[config.mk]
export PLATFORM = sky130hd
export DESIGN_NAME = uart_cmd_parser
export DESIGN_NICKNAME = d
export VERILOG_FILES = /design/src/rtl/uart_cmd_parser.sv
export SDC_FILE = /design/constraint.sdc
export NUM_CORES = 1
export LEC_CHECK = 0
export CAP_MARGIN = 0
export CORE_MARGIN = 3
export CORE_UTILIZATION = 45
export DETAILED_ROUTE_END_ITERATION = 8
export PLACE_DENSITY = 0.74
export SETUP_SLACK_MARGIN = 0.05
export SKIP_CTS_REPAIR_TIMING = 1
export SYNTH_ARGS = -nofsm -noshare
export SYNTH_HDL_FRONTEND = slang
export SYNTH_SLANG_ARGS = --single-unit
export TNS_END_PERCENT = 100
[constraint.sdc]
create_clock -name clk -period 1.7 [get_ports clk]
set_input_delay 0.51 -clock clk [delete_from_list [all_inputs] [get_ports clk]]
set_output_delay 0.51 -clock clk [all_outputs]
set_load 0.05 [all_outputs]
[src/rtl/uart_cmd_parser.sv]
// uart_cmd_parser
// Builds fixed-format command frames from the UART receive byte stream:
//   SYNC, OPCODE, ADDR, D3, D2, D1, D0 [, CHK]
// and holds each completed command on a valid/ready handshake.
// Malformed, stalled or overrunning frames are dropped. Each such frame
// produces a one-cycle error pulse.
//
// Build option:
//   RX_CHECKSUM_EN defined   -> 8-byte frame. The trailing CHK byte must equal
//                               the XOR of OPCODE..D0.
//   RX_CHECKSUM_EN undefined -> 7-byte frame with no checksum. err_chk is tied to 0.
//
// State table:
//   HUNT     | idle, waiting for SYNC_BYTE; any other byte is ignored
//   GET_OP   | expecting the opcode byte
//   GET_ADDR | expecting the address byte
//   GET_DATA | shifting in four data bytes, MSB first (r_idx counts them)
//   GET_CHK  | expecting the checksum byte (checksum build only)
//   HOLD     | command presented on o_cmd_*, frozen until accepted

module uart_cmd_parser #(
    parameter logic [7:0]  SYNC_BYTE      = 8'hA5,
    parameter int unsigned TIMEOUT_CYCLES = 500000
) (
    input  logic        clk,
    input  logic        rst,
    input  logic [7:0]  i_rx_data,
    input  logic        i_rx_valid,
    output logic [7:0]  o_cmd_opcode,
    output logic [7:0]  o_cmd_addr,
    output logic [31:0] o_cmd_data,
    output logic        o_cmd_valid,
    input  logic        i_cmd_ready,
    output logic        o_busy,
    output logic        o_err_chk,
    output logic        o_err_timeout,
    output logic        o_err_overrun
);

    // The expiry decision is made one clock before the counter would reach
    // TIMEOUT_CYCLES. This puts the registered pulse exactly TIMEOUT_CYCLES
    // clocks after the last strobe.
    localparam logic [19:0] TMO_LAST = 20'(TIMEOUT_CYCLES - 1);

    typedef enum logic [2:0] {
        HUNT     = 3'd0,
        GET_OP   = 3'd1,
        GET_ADDR = 3'd2,
        GET_DATA = 3'd3,
        GET_CHK  = 3'd4,
        HOLD     = 3'd5
    } state_t;

    state_t      r_state;
    logic [1:0]  r_idx;
    logic [19:0] r_tmo_cnt;
    logic [7:0]  r_cmd_opcode;
    logic [7:0]  r_cmd_addr;
    logic [31:0] r_cmd_data;
    logic        r_cmd_valid;
    logic        r_busy;
    logic        r_err_timeout;
    logic        r_err_overrun;
`ifdef RX_CHECKSUM_EN
    logic [7:0]  r_xor;
    logic        r_err_chk;
`endif

    logic w_in_frame;
    logic w_tmo_expire;
    logic w_sync_seen;

    assign w_in_frame   = (r_state != HUNT) && (r_state != HOLD);
    // A byte arriving in the expiry cycle takes priority over the timeout.
    assign w_tmo_expire = w_in_frame && !i_rx_valid && (r_tmo_cnt == TMO_LAST);
    assign w_sync_seen  = i_rx_valid && (i_rx_data == SYNC_BYTE);

    // Inter-byte idle counter: runs only while a frame is partially collected.
    always_ff @(posedge clk) begin
        if (rst || i_rx_valid || !w_in_frame) begin
            r_tmo_cnt <= '0;
        end else begin
            r_tmo_cnt <= r_tmo_cnt + 20'd1;
        end
    end

    // Frame FSM. It also drives every registered output, so the command, busy
    // and error pulses all change on the same edge as the state.
    always_ff @(posedge clk) begin
        if (rst) begin
            r_state       <= HUNT;
            r_idx         <= '0;
            r_cmd_opcode  <= '0;
            r_cmd_addr    <= '0;
            r_cmd_data    <= '0;
            r_cmd_valid   <= 1'b0;
            r_busy        <= 1'b0;
            r_err_timeout <= 1'b0;
            r_err_overrun <= 1'b0;
`ifdef RX_CHECKSUM_EN
            r_xor         <= '0;
            r_err_chk     <= 1'b0;
`endif
        end else begin
            r_err_timeout <= 1'b0;
            r_err_overrun <= 1'b0;
`ifdef RX_CHECKSUM_EN
            r_err_chk     <= 1'b0;
`endif
            if (w_tmo_expire) begin
                r_state       <= HUNT;
                r_busy        <= 1'b0;
                r_idx         <= '0;
                r_err_timeout <= 1'b1;
`ifdef RX_CHECKSUM_EN
                r_xor         <= '0;
`endif
            end else begin
                case (r_state)
                    HUNT: begin
                        if (w_sync_seen) begin
                            r_state <= GET_OP;
                            r_busy  <= 1'b1;
                            r_idx   <= '0;
`ifdef RX_CHECKSUM_EN
                            r_xor   <= '0;
`endif
                        end
                    end

                    GET_OP: begin
                        if (i_rx_valid) begin
                            r_cmd_opcode <= i_rx_data;
                            r_state      <= GET_ADDR;
`ifdef RX_CHECKSUM_EN
                            r_xor        <= r_xor ^ i_rx_data;
`endif
                        end
                    end

                    GET_ADDR: begin
                        if (i_rx_valid) begin
                            r_cmd_addr <= i_rx_data;
                            r_state    <= GET_DATA;
`ifdef RX_CHECKSUM_EN
                            r_xor      <= r_xor ^ i_rx_data;
`endif
                        end
                    end

                    GET_DATA: begin
                        if (i_rx_valid) begin
                            r_cmd_data <= {r_cmd_data[23:0], i_rx_data};
                            r_idx      <= r_idx + 2'd1;
`ifdef RX_CHECKSUM_EN
                            r_xor      <= r_xor ^ i_rx_data;
                            if (r_idx == 2'd3) begin
                                r_state <= GET_CHK;
                            end
`else
                            if (r_idx == 2'd3) begin
                                r_state     <= HOLD;
                                r_cmd_valid <= 1'b1;
                            end
`endif
                        end
                    end

`ifdef RX_CHECKSUM_EN
                    GET_CHK: begin
                        if (i_rx_valid) begin
                            if (i_rx_data == r_xor) begin
                                r_state     <= HOLD;
                                r_cmd_valid <= 1'b1;
                            end else begin
                                r_state   <= HUNT;
                                r_busy    <= 1'b0;
                                r_err_chk <= 1'b1;
                            end
                        end
                    end
`endif

                    HOLD: begin
                        if (i_cmd_ready) begin
                            // On the handshake cycle, the incoming byte is
                            // treated as a HUNT byte, so back-to-back frames
                            // lose nothing.
                            r_cmd_valid <= 1'b0;
                            if (w_sync_seen) begin
                                r_state <= GET_OP;
                                r_idx   <= '0;
`ifdef RX_CHECKSUM_EN
                                r_xor   <= '0;
`endif
                            end else begin
                                r_state <= HUNT;
                                r_busy  <= 1'b0;
                            end
                        end else if (i_rx_valid) begin
                            r_err_overrun <= 1'b1;
                        end
                    end

                    default: begin
                        r_state     <= HUNT;
                        r_busy      <= 1'b0;
                        r_cmd_valid <= 1'b0;
                    end
                endcase
            end
        end
    end

    assign o_cmd_opcode  = r_cmd_opcode;
    assign o_cmd_addr    = r_cmd_addr;
    assign o_cmd_data    = r_cmd_data;
    assign o_cmd_valid   = r_cmd_valid;
    assign o_busy        = r_busy;
    assign o_err_timeout = r_err_timeout;
    assign o_err_overrun = r_err_overrun;
`ifdef RX_CHECKSUM_EN
    assign o_err_chk     = r_err_chk;
`else
    assign o_err_chk     = 1'b0;
`endif

endmodule

Word-level counts from Yosys, hierarchy flattened:

Cells that the tools add are included.

* register bits after elaboration: 77
* word-level logic and storage cells: 75

* $add $sub $neg: 2
* equal/unequal tests: 15
* mux-type cells: 22
* bitwise operators: 4
* reduce and logical (&&, ||, !) cells: 22

Operator list (number)
* 20-bit by 1-bit adder with 20-bit output, second input constant: 1
* 20-bit by 19-bit == test with 1-bit output, second input constant: 1
* 3-bit 2-to-1 mux: 6
* 3-bit case mux with 5 select lines: 1
* 2-bit inequality test, second input constant: 7
* 3-bit AND reduction: 4
* 1-bit 2-to-1 mux: 9
* 8-bit == test, second input constant: 1
* 3-bit by 2-bit == test with 1-bit output, second input constant: 2
* 2-bit 2-to-1 mux: 3
* 1-bit case mux with 3 select lines: 2
* 2-bit case mux with 3 select lines: 1
* 6-bit AND reduction: 1
* 3-bit nonzero test: 2
* 3-bit OR reduction: 2
* 5-bit AND reduction: 1
* 1-bit logical AND: 4
* 1-bit NOT: 4
* 4-bit AND reduction: 1
* 4-bit OR reduction: 1
* 3-bit by 1-bit == test with 1-bit output, second input constant: 1
* 3-bit == test, second input constant: 1
* 3-bit logical NOT: 1
* 3-bit inequality test, second input constant: 1
* 5 further kinds: 7

Longest topological paths before layout:

* word-level depth: 6
* mapped depth: 6

Worst setup path after synthesis:

Ideal clock, no wire load.

* path type: reg-to-reg
* from: register r_tmo_cnt[0]
* to: register r_tmo_cnt[18]
* data arrival time: 1564 ps
* required time: 1630 ps
* path slack: 66 ps
* stages on the path, launching flop included: 7
* buffers on the path: 1
* clock period less this slack: 1634 ps
* cells stage by stage: dfxtp_1 ha_1 and4_1 buf_4 nand3_2 or4_1 a21oi_1

* cells in the longest elaborated chain, start to end: 1

RTL lines
* from (decl): RTL line 56 `logic [19:0] r_tmo_cnt;`
* from (signal assigned): RTL line 83 `r_tmo_cnt <= r_tmo_cnt + 20'd1;`
* 20-bit by 1-bit adder with 20-bit output: RTL line 83

Every way passes these cells.
A chain may end at the register's enable or synchronous reset.

Worst setup path after layout:

* from: register r_tmo_cnt[1]
* to: register r_tmo_cnt[18]

Same word-level chain as after synthesis.

==> flow_summary.json <==
{
  "vdd_drop_max_uv": 515,
  "critPathMaxStageDelay_ns": 0.48,
  "busiest_layer": "met2",
  "seqPwrFrac_pct": 56.2,
  "synth_fa_ha_area_share_pct": 0.802,
  "criticalPathCategory": "reg2reg",
  "wl_per_cell_um": 14.6,
  "yosys.area_share.xor_xnor_pct": 3.09,
  "root_buffer": "clkbuf_8",
  "synth_top_area_share_pct": 49.4,
  "cp_slowest_cell": "or4_1",
  "rsz0062_at_grt": "true",
  "vias": 2976,
  "syn_nets": 396,
  "synth_ff_type": "dfxtp_1",
  "clock_skew_ns": 0.0106,
  "outcome": "finished clean",
  "yosysMostFrequentCell": "nand2_1",
  "drcViolationCount": 0,
  "synthDistinctLibCells": 44,
  "drt_iter0_drc": 192,
  "crit_required_ns": 1.98,
  "gp_congestion": 0.883,
  "muxShareOfSynthArea_pct": 0.321,
  "start_kind": "flip-flop",
  "post-dp-hpwl_um": 5820,
  "grt_pass1_vias": 2820,
  "setup_viol": 0,
  "clockBufferDepth": 2,
  "seq_area_frac_synth_pct": 49.4,
  "die_area_sq_um": 7970,
  "r2r_slack_ns": 0.12,
  "synth_edf_count": 0,
  "post-route-period-util_pct": 93.2,
  "cp_cell_sequence": "ha_2 > and4_2 > nand3_2 > or4_1 > a21oi_1",
  "reg2reg_to": "r_tmo_cnt[18]$_SDFF_PP0_",
  "final_nets": 481,
  "floorplan.rows": 29,
  "grt_pass1_wl_um": 13100,
  "coreArea_sq_um": 6530,
  "area_growth_pct": 53.2,
  "final_max_slew_viol_count": 0,
  "holdWs_ns": 0.440,
  "antenna_left": 0,
  "totalWireLength_um": 8010,
  "worstPathArrival_ns": 1.87,
  "start_util_pct": 47.8,
  "endpoint": "r_tmo_cnt[18]$_SDFF_PP0_",
  "ios": 65,
  "synthArstFlopShare_pct": 0,
  "p_int_mw": 2.51,
  "yosys_warnings": 0,
  "port_buffers": 63,
  "grt_max_degree": 50,
  "use_met1_pct": 27.0,
  "hp-class": "in2reg",
  "path_clk_slew_ns": 0.08,
  "cts_buffers": 9,
  "viasPerCell": 5.43,
  "synth_cells": 382,
  "drive_above_1_share_pct": 25.1,
  "synthTopCellsByArea": "dfxtp_1 (49%), nand2_1 (13%), a21oi_1 (10%), xor2_1 (1.7%), clkbuf_1 (1.6%)",
  "p_switching_mw": 0.696,
  "maxCapViolCount": 0,
  "num_antenna_cells": 0,
  "end_kind": "flip-flop",
  "r2r_start": "r_tmo_cnt[1]$_SDFF_PP0_",
  "hold_viol_final": 0,
  "synth.largest_area_cell": "dfxtp_1",
  "power_frac_comb_pct": 3.2,
  "clock-sinks": 77,
  "use_met2_pct": 34.6,
  "syn_area_sq_um": 3120,
  "swShare_pct": 21.7,
  "total_leakage_power_nw": 1.69,
  "use_met3_pct": 3.69,
  "fin_tns_setup_ns": 0,
  "cts_tree": "yes",
  "overflow": 0,
  "max_freq_ghz": 0.631,
  "globalRouteTotalUtil_pct": 21.2,
  "antenna_found_initial": 0,
  "h-tree-depth": 3,
  "ys_top_cells_by_count": "nand2_1 (112), dfxtp_1 (77), a21oi_1 (63)",
  "die_y_um": 89.3,
  "yosys.area_share.simple_pct": 26.6,
  "postSynthAreaPerCell_sq_um": 8.17,
  "ys_ff_latch": 77,
  "startpoint": "r_tmo_cnt[1]$_SDFF_PP0_",
  "powerDensity_nw_per_um2": 670,
  "finalCriticalPeriod_ns": 1.58,
  "synth_top_family_by_area": "simple AND/OR/NAND/NOR gates",
  "path_max_fanout": 4,
  "die_width_um": 89.3,
  "drtPass1Iterations": 5,
  "ff2ff_path_depth": 5,
  "clockPowerShare_pct": 40.6,
  "insertion_delay_ns": 0.35,
  "synth_compound_area_share_pct": 15.2
}
[cell type report]
class / count / area (sq um)
Multi-Input combinational cell: 276 / 1480
Inverter: 5 / 18.8
Clock inverter: 5 / 52.6
Sequential cell: 77 / 1550
Tap cell: 77 / 96.3
Timing Repair Buffer: 98 / 1460
Fill cell: 450 / 1750
Clock buffer: 10 / 128
[power by group through the flow]
stage / clock [mW] / sequential (mW) / combinational (mW)
2_1_floorplan: 0 / 1.85 / 0.0358
3_3_place_gp: 0 / 1.84 / 0.0981
3_5_place_dp: 0 / 1.84 / 0.0994
4_1_cts: 1.32 / 1.80 / 0.100
5_1_grt: 1.39 / 1.80 / 0.109
6_report: 1.30 / 1.80 / 0.102
[how the worst min path moves through the flow]
| stage | slack, ns | cells after the start | from | end |
|---|---|---|---|---|
| global placement | 0.46 | 2 | r_tmo_cnt[19]$_SDFF_PP0_ | r_tmo_cnt[19]$_SDFF_PP0_ |
| detailed placement | 0.47 | 2 | r_tmo_cnt[18]$_SDFF_PP0_ | r_tmo_cnt[18]$_SDFF_PP0_ |
| floorplan | 0.44 | 1 | r_tmo_cnt[0]$_SDFF_PP0_ | r_tmo_cnt[0]$_SDFF_PP0_ |
| finish | 0.44 | 2 | rst | o_err_overrun$_SDFF_PP0_ |
| global route | 0.46 | 2 | rst | o_err_overrun$_SDFF_PP0_ |
| CTS | 0.44 | 2 | rst | o_err_overrun$_SDFF_PP0_ |
[cell families (layout without fill, tap and decap cells)]
kind of cell / after synthesis / after routing
adders and majority gates: 2 / 2
DFF: 77 / 77
other: 1 / 1
xor gates and xnor gates: 11 / 11
muxes: 1 / 1
buffers and inverters: 29 / 118
and+or+nand+nor: 176 / 176
AOI/OAI and AO/OA: 85 / 85
[cells in the final DEF, fill, tap and decap left out, drive strengths merged, types with 5 or more instances in the layout]
cell	n
nand2	112
buf	88
dfxtp	77
a21oi	63
nor2	13
clkbuf	10
clkdlybuf4s50	9
o21ai	7
nand3	7
nand4	7
xor2	6
nor3	6
xnor2	5
or3	5
and4	5
[worst max-delay path, delay by kind of cell, from the launching register on]
| kind | cells | cell delay (ns) |
|---|---|---|
| simple gates | 3 | 0.84 |
| flops | 1 | 0.35 |
| fa+ha+maj | 1 | 0.19 |
| compound gates | 1 | 0.15 |
[registers in the layout (all words and copies together), names as in the netlist, 2 cells and up]
name          count
o_cmd_addr        8
r_tmo_cnt        20
r_idx             2
o_cmd_opcode      8
r_state           3
o_cmd_data       32
[metal layers]
metal / part of all wire, % / vias to the layer above
met3: 4.8 / 15
li1: - / 1473
met2: 50 / 83
met4: 2.5 / 0
met5: 0 / -
met1: 42 / 1405
[metrics by stage]
step / power, mW / setup WS, ns / area, sq um / cells / utilization, %
after floorplan: 1.88 / 0.0658 / 3120 / 382 / -
after global placement: 1.94 / -0.291 / 4560 / 533 / 69.8
after detailed placement: 1.94 / -0.346 / 4560 / 533 / 69.8
after CTS: 3.22 / -0.0123 / 4740 / 548 / 72.6
after global routing: 3.30 / 0.0220 / 4780 / 548 / 73.2
final: 3.21 / 0.116 / 4780 / 548 / 73.2
(Power assumes the default switching activity.)
==> RTL change 1, RTL diff (config.mk and constraints unchanged) <==
Change the parameter `TIMEOUT_CYCLES` from 500000 to 250000.
--- a/src/rtl/uart_cmd_parser.sv
+++ b/src/rtl/uart_cmd_parser.sv
@@ -20,7 +20,7 @@
 
 module uart_cmd_parser #(
     parameter logic [7:0]  SYNC_BYTE      = 8'hA5,
-    parameter int unsigned TIMEOUT_CYCLES = 500000
+    parameter int unsigned TIMEOUT_CYCLES = 250000
 ) (
     input  logic        clk,
     input  logic        rst,
Behaviour: same outputs for any inputs over 10 cycles, from zero or initial values and one cycle with rst high; that may be too few to reach the edited logic, so the function may still have changed.
==> RTL change 1 against the unedited design <==
Final area rose by 3.7%. Area after synthesis increased by 0.48%. Total power grew 13%. Cell count decreased by 0.55%. Critical endpoint is now o_cmd_valid. Sequential cell count is the same. Combinational power is 5% higher. Worst setup slack lost 50 ps. Critical path depth unchanged. Sequential share of layout area decreased by 1.2 points. Die area rose by 0.45%. Wire length increased by 6.2%. Via count down 0.24%.
==> RTL change 1: results (changes against the unedited design) <==
| Metric | Value |
|---|---|
| Flop-to-flop setup slack | 70 ps (-50 ps) |
| Vias in the first global route | 2900 (+2.8%) |
| Nets | 476 (-1.0%) |
| Cell variety after synth | 47 (+6.8%) |
| Fillcell total | 433 (-3.8%) |
| Total GRT Usage | 22.1% (+0.89 points) |
| Commonest cells post-synth | 90 x nand2_1, 77 x dfxtp_1, 48 x a21oi_1 |
| Hold depth | 1 (-1) |
| Adder-cell share of the synthesized area | 0.798% (-0.0038 points) |
| Max rail drop VDD | 0.388 mV (-25%) |
| Total power | 0.00362 W (+13%) |
| Metal-1 WL | 3.57 mm (+5.2%) |
| Crit path DAT | 1910 ps (+40 ps) |
| GPL Wtd Cong | 0.832 (-5.8%) |
| Clk. pwr | 0.00171 W (+32%) |
| Drt pass-1 iters | 4 (-1) |
| Post-route clock period utilization | 96.1% (+2.9 points) |
| WL per Instance | 15.6 um (+6.8%) |
| Register area share after synthesis | 49.2% (-0.24 points) |
| Via Count | 2969 (-0.24%) |
| Largest net degree at the start of global routing | 48 (-4.0%) |
| GRT met3 Usage | 3.13% (-0.55 points) |
| Status | finished clean |
| Switch Pwr | 0.000748 W (+7.6%) |
| Mapped Cells | 372 (-2.6%) |
| Met1 usage | 26.4% (-0.56 points) |
-- RTL change 1: cell count changes in the layout (fill, tap and decap cells not counted), sizes merged, moves of 3 or more --
cell	delta
nand2	-22
mux2i	+8
clkbuf	+3
a21oi	-15
xor2	+6
dlymetal6s2s	+5
xnor2	-3
nor2	+15
o21ai	-3
o31ai	-3
nor3	-3
buf	+7
clkdlybuf4s50	-7
-- RTL change 1: final cells by class --
class | count | area [um2] | share of cell area [%]
Inverter | 3 | 11.3 | 0.227
Clock buffer | 11 | 141 | 2.85
Multi-Input combinational cell | 266 | 1550 | 31.2
Antenna cell | 1 | 2.50 | 0.0505
Tap cell | 77 | 96.3 | 1.94
Sequential cell | 77 | 1540 | 31.1
Clock inverter | 5 | 108 | 2.17
Timing Repair Buffer | 105 | 1510 | 30.4
-- RTL change 1: per-stage QoR --
step                hold slack, ps  setup TNS (ps)
floorplan                      413               0
global placement               425          -16320
detailed placement             452          -19720
CTS                            470            -987
global route                   486           -31.4
finish                         469               0
==> RTL change 2, RTL diff (same flow settings) <==
Made on the original files. Register the output `o_err_overrun` once more; this adds one clock of latency there. The other outputs are not delayed to match.
--- a/src/rtl/uart_cmd_parser.sv
+++ b/src/rtl/uart_cmd_parser.sv
@@ -218,7 +218,9 @@
     assign o_cmd_valid   = r_cmd_valid;
     assign o_busy        = r_busy;
     assign o_err_timeout = r_err_timeout;
-    assign o_err_overrun = r_err_overrun;
+    always_ff @(posedge clk) begin
+        o_err_overrun <= r_err_overrun;
+    end
 `ifdef RX_CHECKSUM_EN
     assign o_err_chk     = r_err_chk;
 `else
Function: changed (Yosys sat finds a counterexample within 10 cycles, from zero or initial values and one cycle with rst high).
==> RTL change 2 against the unedited design <==
Worst setup slack worse by 14 ps. Critical path depth up 1. Total power up 12%. Sequential cell count up 1. Area after synthesis up 0.32%. Largest cell class unchanged. Global-route usage down 0.44 points. Final area down 0.45%. Wire length down 1.7%. Largest power group unchanged. Count of clock-buffer cells in the layout unchanged.
==> RTL change 2: results (changes against the unedited design) <==
| Metric | Value |
|---|---|
| Area Overhead vs Synth | 52.0% |
| Non-clock buffers, area share | 29.0% (-1.5 points) |
| Initial DRC Count | 162 (-16%) |
| Storage cell area | 1570 um2 (+1.5%) |
| Inverters | 3 (-2) |
| Cell variety after synth | 48 (+9.1%) |
| Max rail drop VDD | 0.405 mV (-21%) |
| Hold depth | 0 (-2) |
| Pre-CTS setup slack | -322 ps (+24.3 ps) |
| Commonest cells post-synth | 90 x nand2_1, 78 x dfxtp_1, 57 x a21oi_1 |
| Metal-1 WL | 3.39 mm (-0.38%) |
| Status | finished clean |
| Cell family with most CP delay | buffers and inverters |
| Nets | 464 (-3.5%) |
| Syn_nets | 384 (-3.0%) |
| Switch Pwr | 0.000732 W (+5.2%) |
| Critical Path End | r_idx[1] |
| Met1 usage | 26.0% (-1.0 points) |
| Post-placement cell area | 4490 um2 (-1.6%) |
| Worst R2R Start | r_tmo_cnt[0] |
| Register area share after synthesis | 49.9% (+0.48 points) |
| Layout cells sized above 1 | 25.5% (+0.44 points) |
| Via density | 5.35 (-1.5%) |
| Hold Path Class | reg -> reg |
| Flop-to-flop setup slack | 160 ps (+40 ps) |
| Buffers, non-clock | 92 (-6.1%) |
| Post-route core utilization | 72.9% (-0.33 points) |
| Largest net degree at the start of global routing | 35 (-30%) |
| Synth area leaders | dfxtp_1 50%, nand2_1 11%, a21oi_1 9.1% |
| GRT met3 Usage | 6.73% (+3.0 points) |
| Fillcell total | 467 (+3.8%) |
| Crit path DAT | 1840 ps (-30 ps) |
| CP startpoint | i_rx_data[6] |
| Worst Skew | 7.75 ps (-2.86 ps) |
| Min-Delay Endpoint | o_err_overrun |
| Worst-path fanout max | 3 (-1) |
| Max stage delay on crit path | 440 ps (-40 ps) |
| R2r endpoint | r_idx[1] |
| DR WL met3 | 411 um (+6.2%) |
| Met2 routed WL | 3.97 mm (-1.4%) |
| Cell Count, Final, Fillers Out | 532 (-2.9%) |
| R2R depth | 7 (+2) |
| Clock power share | 46.1% (+5.5 points) |
| Power Density | 752 nW/um2 (+12%) |
| Vias in the first global route | 2752 (-2.4%) |
| Leak | 1.68 nW (-0.51%) |
| Hold_sp | r_err_overrun |
| Slowest stage cell, crit path | clkdlybuf4s50_1 |
| Mean Syn Cell Area | 8.46 um2 (+3.6%) |
| Multi-input gate area | 1460 um2 (-1.0%) |
| Clock-cell share of area | 4.99% (+1.2 points) |
==> RTL change 2: changes by cell type in the layout (fill, tap and decap cells not counted), sizes merged, moves of 4 or more <==
cell	unedited run	this run
buf	88	82
nand2	112	90
nor2	13	28
a21oi	63	57
mux2i	1	9
nor3b	0	4
==> RTL change 2: cell families (layout without fill, tap and decap cells) <==
logic type      count (synthesis)  in the layout  share of synthesized area (%)
compound gates                 73             73                           12.7
buf+inv                        26            111                           4.24
simple gates                  170            170                           26.3
mux                             9              9                           2.88
xor+xnor                       11             11                           3.08
flops                          78             78                           49.9
other cells                     1              1                          0.120
fa+ha+maj                       2              2                          0.799
==> RTL change 2: per-stage QoR <==
stage / hold WS, ps / power, W
floorplan: 310 / 0.00191
global placement: 310 / 0.00197
detailed placement: 314 / 0.00197
CTS: 333 / 0.00361
global route: 336 / 0.00371
finish: 331 / 0.00358
